[src/rtl/wb_dma_copy.sv]
// ---------------------------------------------------------------------------
// wb_dma_copy
//
// Memory-to-memory copy engine. Software programs a source address, a
// destination address and a word count through the CSR bus and then sets
// start. The engine moves the words one at a time as a Wishbone master. Each
// word is a classic single read followed by a classic single write. The bus is
// left idle for one clock between cycles. A level interrupt reports completion.
//
// Ports
//   sys_clk    : system clock; all logic is rising-edge
//   sys_rst_n  : synchronous reset, active-low
//   csr_a      : CSR address; [13:10] block select, [2:0] register index
//   csr_we     : CSR write strobe
//   csr_di     : CSR write data
//   csr_do     : CSR read data; registered, valid one cycle after csr_a;
//                0 when this block is not selected
//   irq        : level interrupt, registered copy of done & irq_en
//   wb_adr_o   : Wishbone byte address (word aligned)
//   wb_dat_o   : Wishbone write data
//   wb_dat_i   : Wishbone read data
//   wb_sel_o   : byte selects, always all four lanes
//   wb_cti_o   : cycle type, always classic
//   wb_we_o    : write enable
//   wb_cyc_o   : cycle
//   wb_stb_o   : strobe (identical to cyc)
//   wb_ack_i   : acknowledge
//
// Register map (csr_a[2:0])
//   0 SRC    rw  source byte address, bits [1:0] read as 0
//   1 DST    rw  destination byte address, bits [1:0] read as 0
//   2 LEN    rw  word count
//   3 CTRL   rw  write: b0 start, b1 irq_en, b2 clear done/aborted, b3 abort
//                read : b0 busy,  b1 irq_en, b2 done,               b3 aborted
//   4 REMAIN ro  words still to copy
// ---------------------------------------------------------------------------
module wb_dma_copy #(
    parameter logic [3:0] csr_addr  = 4'h4,
    parameter int         LEN_WIDTH = 16
) (
    input  logic        sys_clk,
    input  logic        sys_rst_n,
    input  logic [13:0] csr_a,
    input  logic        csr_we,
    input  logic [31:0] csr_di,
    output logic [31:0] csr_do,
    output logic        irq,
    output logic [31:0] wb_adr_o,
    output logic [31:0] wb_dat_o,
    input  logic [31:0] wb_dat_i,
    output logic [3:0]  wb_sel_o,
    output logic [2:0]  wb_cti_o,
    output logic        wb_we_o,
    output logic        wb_cyc_o,
    output logic        wb_stb_o,
    input  logic        wb_ack_i
);

    typedef enum logic [1:0] {
        IDLE  = 2'd0,
        READ  = 2'd1,
        WRITE = 2'd2
    } state_t;

    state_t                 state_reg;
    logic [31:0]            src_reg;
    logic [31:0]            dst_reg;
    logic [LEN_WIDTH-1:0]   len_reg;
    logic [LEN_WIDTH-1:0]   remain_reg;
    logic [31:0]            data_reg;
    logic [31:0]            adr_reg;
    logic                   cyc_reg;
    logic                   we_reg;
    logic                   irq_en_reg;
    logic                   done_reg;
    logic                   aborted_reg;
    logic                   abort_pend_reg;
    logic                   irq_reg;
    logic [31:0]            csr_do_reg;

    logic [31:0]            csr_rd_next;
    logic [31:0]            src_next;
    logic [31:0]            dst_next;
    logic [LEN_WIDTH-1:0]   remain_next;

    logic                   csr_sel;
    logic [7:0]             reg_wr;
    logic                   busy;
    logic                   ctrl_start;
    logic                   ctrl_clear;
    logic                   ctrl_abort;
    logic                   abort_req;
    logic                   last_word;

    // Address bits between the block select and the register index carry no
    // meaning for this block.
    logic                   unused_addr_bits;
    assign unused_addr_bits = &{1'b0, csr_a[9:3]};

    assign csr_sel = (csr_a[13:10] == csr_addr);

    // One write strobe per register index.
    genvar gi;
    generate
        for (gi = 0; gi < 8; gi++) begin : g_reg_wr
            assign reg_wr[gi] = csr_sel & csr_we & (csr_a[2:0] == 3'(gi));
        end
    endgenerate

    assign busy       = (state_reg != IDLE);
    assign ctrl_start = reg_wr[3] & csr_di[0];
    assign ctrl_clear = reg_wr[3] & csr_di[2];
    assign ctrl_abort = reg_wr[3] & csr_di[3];

    // An abort written in the same cycle as an ack is honoured at that ack,
    // just like one that was already pending.
    assign abort_req  = abort_pend_reg | ctrl_abort;
    assign last_word  = (remain_reg == LEN_WIDTH'(1));

    assign src_next    = src_reg + 32'd4;
    assign dst_next    = dst_reg + 32'd4;
    assign remain_next = remain_reg - LEN_WIDTH'(1);

    // CSR read mux; the result is registered below so csr_do lags csr_a by
    // one clock.
    always_comb begin
        csr_rd_next = '0;
        case (csr_a[2:0])
            3'd0:    csr_rd_next = src_reg;
            3'd1:    csr_rd_next = dst_reg;
            3'd2:    csr_rd_next = 32'(len_reg);
            3'd3:    csr_rd_next = {28'd0, aborted_reg, done_reg, irq_en_reg, busy};
            3'd4:    csr_rd_next = 32'(remain_reg);
            default: csr_rd_next = '0;
        endcase
    end

    // Control FSM, configuration registers and all bus outputs.
    // While a transfer runs, cyc_reg separates the two halves of a state:
    // cyc low is the mandatory idle clock before the next bus cycle; cyc high
    // means a cycle is in flight and waiting for its ack.
    always_ff @(posedge sys_clk) begin
        if (!sys_rst_n) begin
            state_reg      <= IDLE;
            src_reg        <= '0;
            dst_reg        <= '0;
            len_reg        <= '0;
            remain_reg     <= '0;
            data_reg       <= '0;
            adr_reg        <= '0;
            cyc_reg        <= 1'b0;
            we_reg         <= 1'b0;
            irq_en_reg     <= 1'b0;
            done_reg       <= 1'b0;
            aborted_reg    <= 1'b0;
            abort_pend_reg <= 1'b0;
            irq_reg        <= 1'b0;
            csr_do_reg     <= '0;
        end else begin
            // Transfer parameters are frozen while a copy is running.
            if (!busy) begin
                if (reg_wr[0]) src_reg <= {csr_di[31:2], 2'b00};
                if (reg_wr[1]) dst_reg <= {csr_di[31:2], 2'b00};
                if (reg_wr[2]) len_reg <= csr_di[LEN_WIDTH-1:0];
            end
            if (reg_wr[3]) irq_en_reg <= csr_di[1];
            if (ctrl_clear) begin
                done_reg    <= 1'b0;
                aborted_reg <= 1'b0;
            end
            if (busy && ctrl_abort) abort_pend_reg <= 1'b1;

            // Assignments below come after the CSR side so that completion and
            // start take priority over a clear written in the same cycle.
            case (state_reg)
                IDLE: begin
                    if (ctrl_start) begin
                        done_reg    <= 1'b0;
                        aborted_reg <= 1'b0;
                        if (len_reg != '0) begin
                            remain_reg <= len_reg;
                            state_reg  <= READ;
                        end else begin
                            done_reg <= 1'b1;
                        end
                    end
                end

                READ: begin
                    if (!cyc_reg) begin
                        if (abort_req) begin
                            state_reg      <= IDLE;
                            done_reg       <= 1'b1;
                            aborted_reg    <= 1'b1;
                            abort_pend_reg <= 1'b0;
                        end else begin
                            cyc_reg <= 1'b1;
                            we_reg  <= 1'b0;
                            adr_reg <= src_reg;
                        end
                    end else if (wb_ack_i) begin
                        data_reg <= wb_dat_i;
                        cyc_reg  <= 1'b0;
                        if (abort_req) begin
                            // Word was fetched but is dropped; remain keeps it.
                            state_reg      <= IDLE;
                            done_reg       <= 1'b1;
                            aborted_reg    <= 1'b1;
                            abort_pend_reg <= 1'b0;
                        end else begin
                            state_reg <= WRITE;
                        end
                    end
                end

                WRITE: begin
                    if (!cyc_reg) begin
                        if (abort_req) begin
                            state_reg      <= IDLE;
                            done_reg       <= 1'b1;
                            aborted_reg    <= 1'b1;
                            abort_pend_reg <= 1'b0;
                        end else begin
                            cyc_reg <= 1'b1;
                            we_reg  <= 1'b1;
                            adr_reg <= dst_reg;
                        end
                    end else if (wb_ack_i) begin
                        cyc_reg    <= 1'b0;
                        we_reg     <= 1'b0;
                        src_reg    <= src_next;
                        dst_reg    <= dst_next;
                        remain_reg <= remain_next;
                        if (last_word) begin
                            // The final word wins over a late abort.
                            state_reg      <= IDLE;
                            done_reg       <= 1'b1;
                            aborted_reg    <= 1'b0;
                            abort_pend_reg <= 1'b0;
                        end else if (abort_req) begin
                            state_reg      <= IDLE;
                            done_reg       <= 1'b1;
                            aborted_reg    <= 1'b1;
                            abort_pend_reg <= 1'b0;
                        end else begin
                            state_reg <= READ;
                        end
                    end
                end

                default: begin
                    state_reg <= IDLE;
                    cyc_reg   <= 1'b0;
                    we_reg    <= 1'b0;
                end
            endcase

            irq_reg    <= done_reg & irq_en_reg;
            csr_do_reg <= csr_sel ? csr_rd_next : '0;
        end
    end

    assign csr_do   = csr_do_reg;
    assign irq      = irq_reg;
    assign wb_adr_o = adr_reg;
    assign wb_dat_o = data_reg;
    assign wb_sel_o = 4'hf;
    assign wb_cti_o = 3'b000;
    assign wb_we_o  = we_reg;
    assign wb_cyc_o = cyc_reg;
    assign wb_stb_o = cyc_reg;

endmodule

[config.mk]
export PLATFORM = sky130hd
export DESIGN_NAME = wb_dma_copy
export DESIGN_NICKNAME = d
export VERILOG_FILES = /design/src/rtl/wb_dma_copy.sv
export SDC_FILE = /design/constraint.sdc
export NUM_CORES = 1
export LEC_CHECK = 0
export ABC_AREA = 1
export CELL_PAD_IN_SITES_DETAIL_PLACEMENT = 1
export CELL_PAD_IN_SITES_GLOBAL_PLACEMENT = 2
export CORE_ASPECT_RATIO = 0.6
export CORE_MARGIN = 3
export CORE_UTILIZATION = 31
export DETAILED_ROUTE_END_ITERATION = 16
export PLACE_DENSITY_LB_ADDON = 0.08
export SYNTH_ARGS = -nofsm -noshare
export SYNTH_HDL_FRONTEND = slang
export SYNTH_SLANG_ARGS = --single-unit
[constraint.sdc]
create_clock -name sys_clk -period 3.85 [get_ports sys_clk]
set_clock_uncertainty 0.15 [all_clocks]
set_input_delay 0.9625 -clock sys_clk [delete_from_list [all_inputs] [get_ports sys_clk]]
set_output_delay 0.9625 -clock sys_clk [all_outputs]
set_load 0.01 [all_outputs]
# Word level (Yosys, flattened, before mapping)

Index checks and enable logic that the tools add are counted.

Bits in read-only memories: 0
Memories: 0
Register bits: 201
Word-level logic and storage cells: 133
Output and inout port bits: 107
Bits in writable memories: 0
Bits in latches: 0

$lt $le $gt $ge: 0
Reduce and logical (&&, ||, !) cells: 15
Multiply operators: 0
Equality and inequality tests: 19
Bitwise gates (word level): 12
$add $sub $neg: 3
Muxes and demuxes: 69
Shift operators: 0
Div/mod/pow operators: 0

Operators with widths:

| operator              | number |
|---|---|
| $mux 32               | 14 |
| $pmux 32 s5           | 1 |
| $add 32x3->32 const B | 2 |
| $mux 16               | 4 |
| $pmux 32 s2           | 1 |
| $mux 1                | 34 |
| $pmux 16 s2           | 1 |
| $eq 16x1->1 const B   | 1 |
| $mux 2                | 8 |
| $ne 2x2->1 const B    | 8 |
| $reduce_bool 16->1    | 1 |
| $sub 16x1->16 const B | 1 |
| $reduce_and 5->1      | 3 |
| $and 1x1->1           | 9 |
| $ne 3x3->1 const B    | 3 |
| $pmux 1 s3            | 3 |
| $eq 3x2->1 const B    | 2 |
| $pmux 2 s3            | 1 |
| $reduce_bool 2->1     | 3 |
| $eq 4x3->1 const B    | 1 |
| $pmux 1 s2            | 2 |
| $reduce_and 2->1      | 2 |
| $reduce_and 4->1      | 1 |
| $eq 3x1->1 const B    | 1 |
| 10 further kinds      | 11 |

# Longest topological paths before layout

Depth after elaboration: 11
Gate-level depth with buffers: 12
Depth with buffers taken out: 12

# Least setup slack after synthesis

OpenSTA, ideal clock, no wires.

Path kind: in2reg
Start: input csr_a[13]
End: register dst_reg[25]
Arrival time: 2.074 ns
Library setup time: 0.109 ns
Path slack: 1.517 ns
Buffers on the path: 1
Cell stages on the path: 11
Data required time: 3.591 ns
Path through: inv_1 > nand2_1 > nor2_4 > nand2_1 > nor2_2 > nand2_4 > buf_6 > o21ai_0 > a21oi_1 > nand2_1 > inv_1

Cells in the longest elaborated chain, start to end: 8

RTL lines:

| element                | RTL line | text |
|---|---|---|
| start: declaration     | 43       | `input logic [13:0] csr_a,` |
| $eq 4x3->1 *           | 100      | `assign csr_sel = (csr_a[13:10] == csr_addr);` |
| $and 1x1->1 *          | n/a      |  |
| $and 1x1->1 *          | 106      | `assign reg_wr[gi] = csr_sel & csr_we & (csr_a[2:0] == 3'(gi));` |
| $mux 32 *              | 163      | `if (reg_wr[1]) dst_reg <= {csr_di[31:2], 2'b00};` |
| $mux 32 *              | 161      | `if (!busy) begin` |
| $mux 32                | 228      | `end else if (wb_ack_i) begin` |
| $mux 32                | 217      | `if (!cyc_reg) begin` |
| $mux 32 *              | 175      | `case (state_reg)` |
| end signal: assignment | 163      |  |
| end signal: assignment | 232      | `dst_reg <= dst_next;` |
| end: declaration       | 67       | `logic [31:0] dst_reg;` |

Mark *: on every way between the ends. The rest lies on a longest branch, timed or not.
A chain may end at the register's enable or synchronous reset.

# Worst setup path in the final report

Start: input csr_a[0]
End: register len_reg[4]

Cells in the longest elaborated chain, start to end: 3

RTL lines:

| element                    | RTL line | text |
|---|---|---|
| $eq 3x2->1                 | 106      |  |
| $and 1x1->1                | 106      |  |
| $reduce_and 2->1 (no line) | n/a      |  |
| end signal: assignment     | 164      | `if (reg_wr[2]) len_reg <= csr_di[LEN_WIDTH-1:0];` |
| end: declaration           | 68       | `logic [LEN_WIDTH-1:0] len_reg;` |

No other way between the ends.

==> run summary <==
status - completed
GRT Total Usage - 0.2542
GRT overflow - 0
TritonCTS clock tree - done
Fin. Hold Viols - 0
core area - 34030 µm²
first-pass GRT wire length - 71.70 mm
area grow syn2layout - 25.99%
drt wl/cell - 21.64 µm
Port Buffers - 174
Mapped Avg Cell Area - 6.741 µm²
DRT iter0 DRCs - 1058
Startpoint Class - input port
DR pass1 iterations - 5
f_max - 317.6 MHz
met1 Use GR - 0.4218
Detailed Place HPWL - 35.72 mm
Warnings, synthesis - 0
pre-CTS setup slack - 0.2511 ns
Clock transition at path regs - 0.06 ns
number of inserted diodes - 0
Synth Instances - 1600
CTS sink count - 201
die area - 37140 µm²
setup ws final - 0.7018 ns
Arr. time, crit path - 3.42 ns
Setup Fix Bufs, Post-CTS - 0
Slew Viols, Final - 0
grt met2 use - 0.3101
Yosys reg bits - 201
crit path kind - in2reg
filler instances - 4320
H-tree depth - 1
Synth area leaders - dfxtp_1 37%, nand2_1 9.8%, a21oi_1 9.7%, o21ai_0 8.5%, inv_1 6.6%
Cell Area, Synth - 10790 µm²
Hold Buf Count CTS - 0
Routed Antenna Nets - 0
Final Wtd Congestion - 0.8865
worst hold path class - reg2reg
Setup TNS - 0 ns
Post-synth EDFFs - 0
fin nets - 1824
row cnt - 52
area of the multi-input gates - 5509 µm²
FF+latch area - 4024 µm²
routed vias/inst - 5.242
Post-CTS Resized - 0
share of flip-flops with an asynchronous set or reset - 0
via count - 11580
share of the clock period used by the worst path - 0.8177
layout cell share with drive strength beyond 1 - 0.06743
number of max-cap violations - 0
P_leak - 4.758 nW
normalized max-slew margin - 0.06257
unrepaired setup endpoints after global routing - no
aggregate routed wire length - 47.81 mm
sequential fraction of the synthesis area - 0.3731
clock buffer depth - 3
Setup-failing EPs final - 0
Die Wd - 246.8 µm
ys flop type - dfxtp_1
GR peak layer - met1
die height - 150.5 µm
Root Buffer - clkbuf_16
Clock Latency Late Sink - 0.54 ns
Num CTS Buffers - 23
Synth top area share - 0.3731
PD cells - 333.5 nW/µm²
largest area contributor in the netlist - dfxtp_1
largest net degree at the start of global routing - 96
Remaining DRCs - 0
initial antenna violation count - 0
Starting Density - 0.3170
CP Data Required Time - 4.12 ns
Synth cell types - 47
Crit Path Max Fanout - 23
Slew @ Worst Pin - 1.399 ns
VDD IR max - 0.0002417 V
met3 usage - 0.07049
vias in the first global route - 11010
fin crit period - 3.148 ns
io pins - 189
Worst Setup End Kind - flop
==> cell families after synthesis <==
group | share of synthesized area
other | 0.0006963
muxes | 0.0009281
xor gates and xnor gates | 0.01381
AOI/OAI and AO/OA | 0.2254
buffers and inverters | 0.1181
DFF | 0.3731
adders and majority gates | 0.009281
and+or+nand+nor | 0.2587
==> stage by stage <==
step                total power (W)  area, µm²  cells  utilization  hold slack [ns]
floorplan                  0.002209      10800   1605            -           0.2854
global placement           0.002346      12850   2168       0.3776           0.2855
detailed placement         0.002348      12850   2168       0.3776           0.2865
CTS                        0.004579      13590   2209       0.3993           0.2962
global route               0.004687      13590   2209       0.3993           0.3102
finish                     0.004532      13590   2209       0.3993           0.2933
==> cells in the mapped netlist, drive strengths merged, types with 3 or more instances <==
master,instances
clkbuf,39
a31oi,5
inv,197
nor3,36
clkinv,3
nand4,31
xor2,15
ha,8
nand3,99
o211ai,13
dfxtp,201
nor2,156
buf,57
a21oi,210
o22ai,15
a211oi,5
nand2,290
a221oi,13
o21ai,194
==> cell type report <==
cell class	count	area share
inverter	200	0.05580
clock inverter	7	0.003223
tap	459	0.04227
sequential	201	0.2961
clock buffer	34	0.05129
multi-input combinational	1108	0.4054
timing repair buffer	200	0.1459
==> power breakdown <==
part / internal (W) / switching, W
clock: 0.00125 / 0.000975
combinational: 0.0000894 / 0.000129
sequential: 0.00208 / 0.00000447
==> placed cells by master, fill, tap and decap left out, types with 8 or more instances in the layout <==
| cell | instances |
|---|---|
| a21oi_1 | 209 |
| a221oi_1 | 13 |
| buf_4 | 22 |
| clkbuf_16 | 23 |
| clkbuf_8 | 8 |
| clkdlybuf4s50_1 | 173 |
| dfxtp_1 | 201 |
| inv_1 | 189 |
| nand2_1 | 282 |
| nand3_1 | 91 |
| nand4_1 | 30 |
| nor2_1 | 136 |
| nor2_2 | 9 |
| nor2_4 | 11 |
| nor3_1 | 32 |
| o211ai_1 | 13 |
| o21ai_0 | 183 |
| o21ai_1 | 11 |
| o22ai_1 | 15 |
| xor2_1 | 15 |
==> critical path: stages <==
cell and delay [ns]:
clkdlybuf4s50_1 0.53, nor3_2 1.15, nand2_1 0.20, buf_4 0.30, o21ai_0 0.20, a21oi_1 0.06
==> layer usage <==
layer / vias to the layer above / share of wire / wire, µm
li1: 5559 / - / -
met1: 5542 / 0.53 / 25540
met2: 438 / 0.35 / 16710
met3: 38 / 0.099 / 4754
met4: 2 / 0.013 / 630
met5: - / 0.0035 / 169
==> worst paths after layout <==
kind / slack (ns) / from / depth (start not counted) / endpoint
max: 0.70 / csr_a[0] / 6 / len_reg[4]
max reg2reg: 1.19 / dst_reg[3] / 9 / dst_reg[26]
min reg2reg: 0.29 / wb_adr_o[20] / 2 / wb_adr_o[20]
min: 0.29 / wb_adr_o[20] / 2 / wb_adr_o[20]
Note: power is estimated with default switching activity, not from simulation.
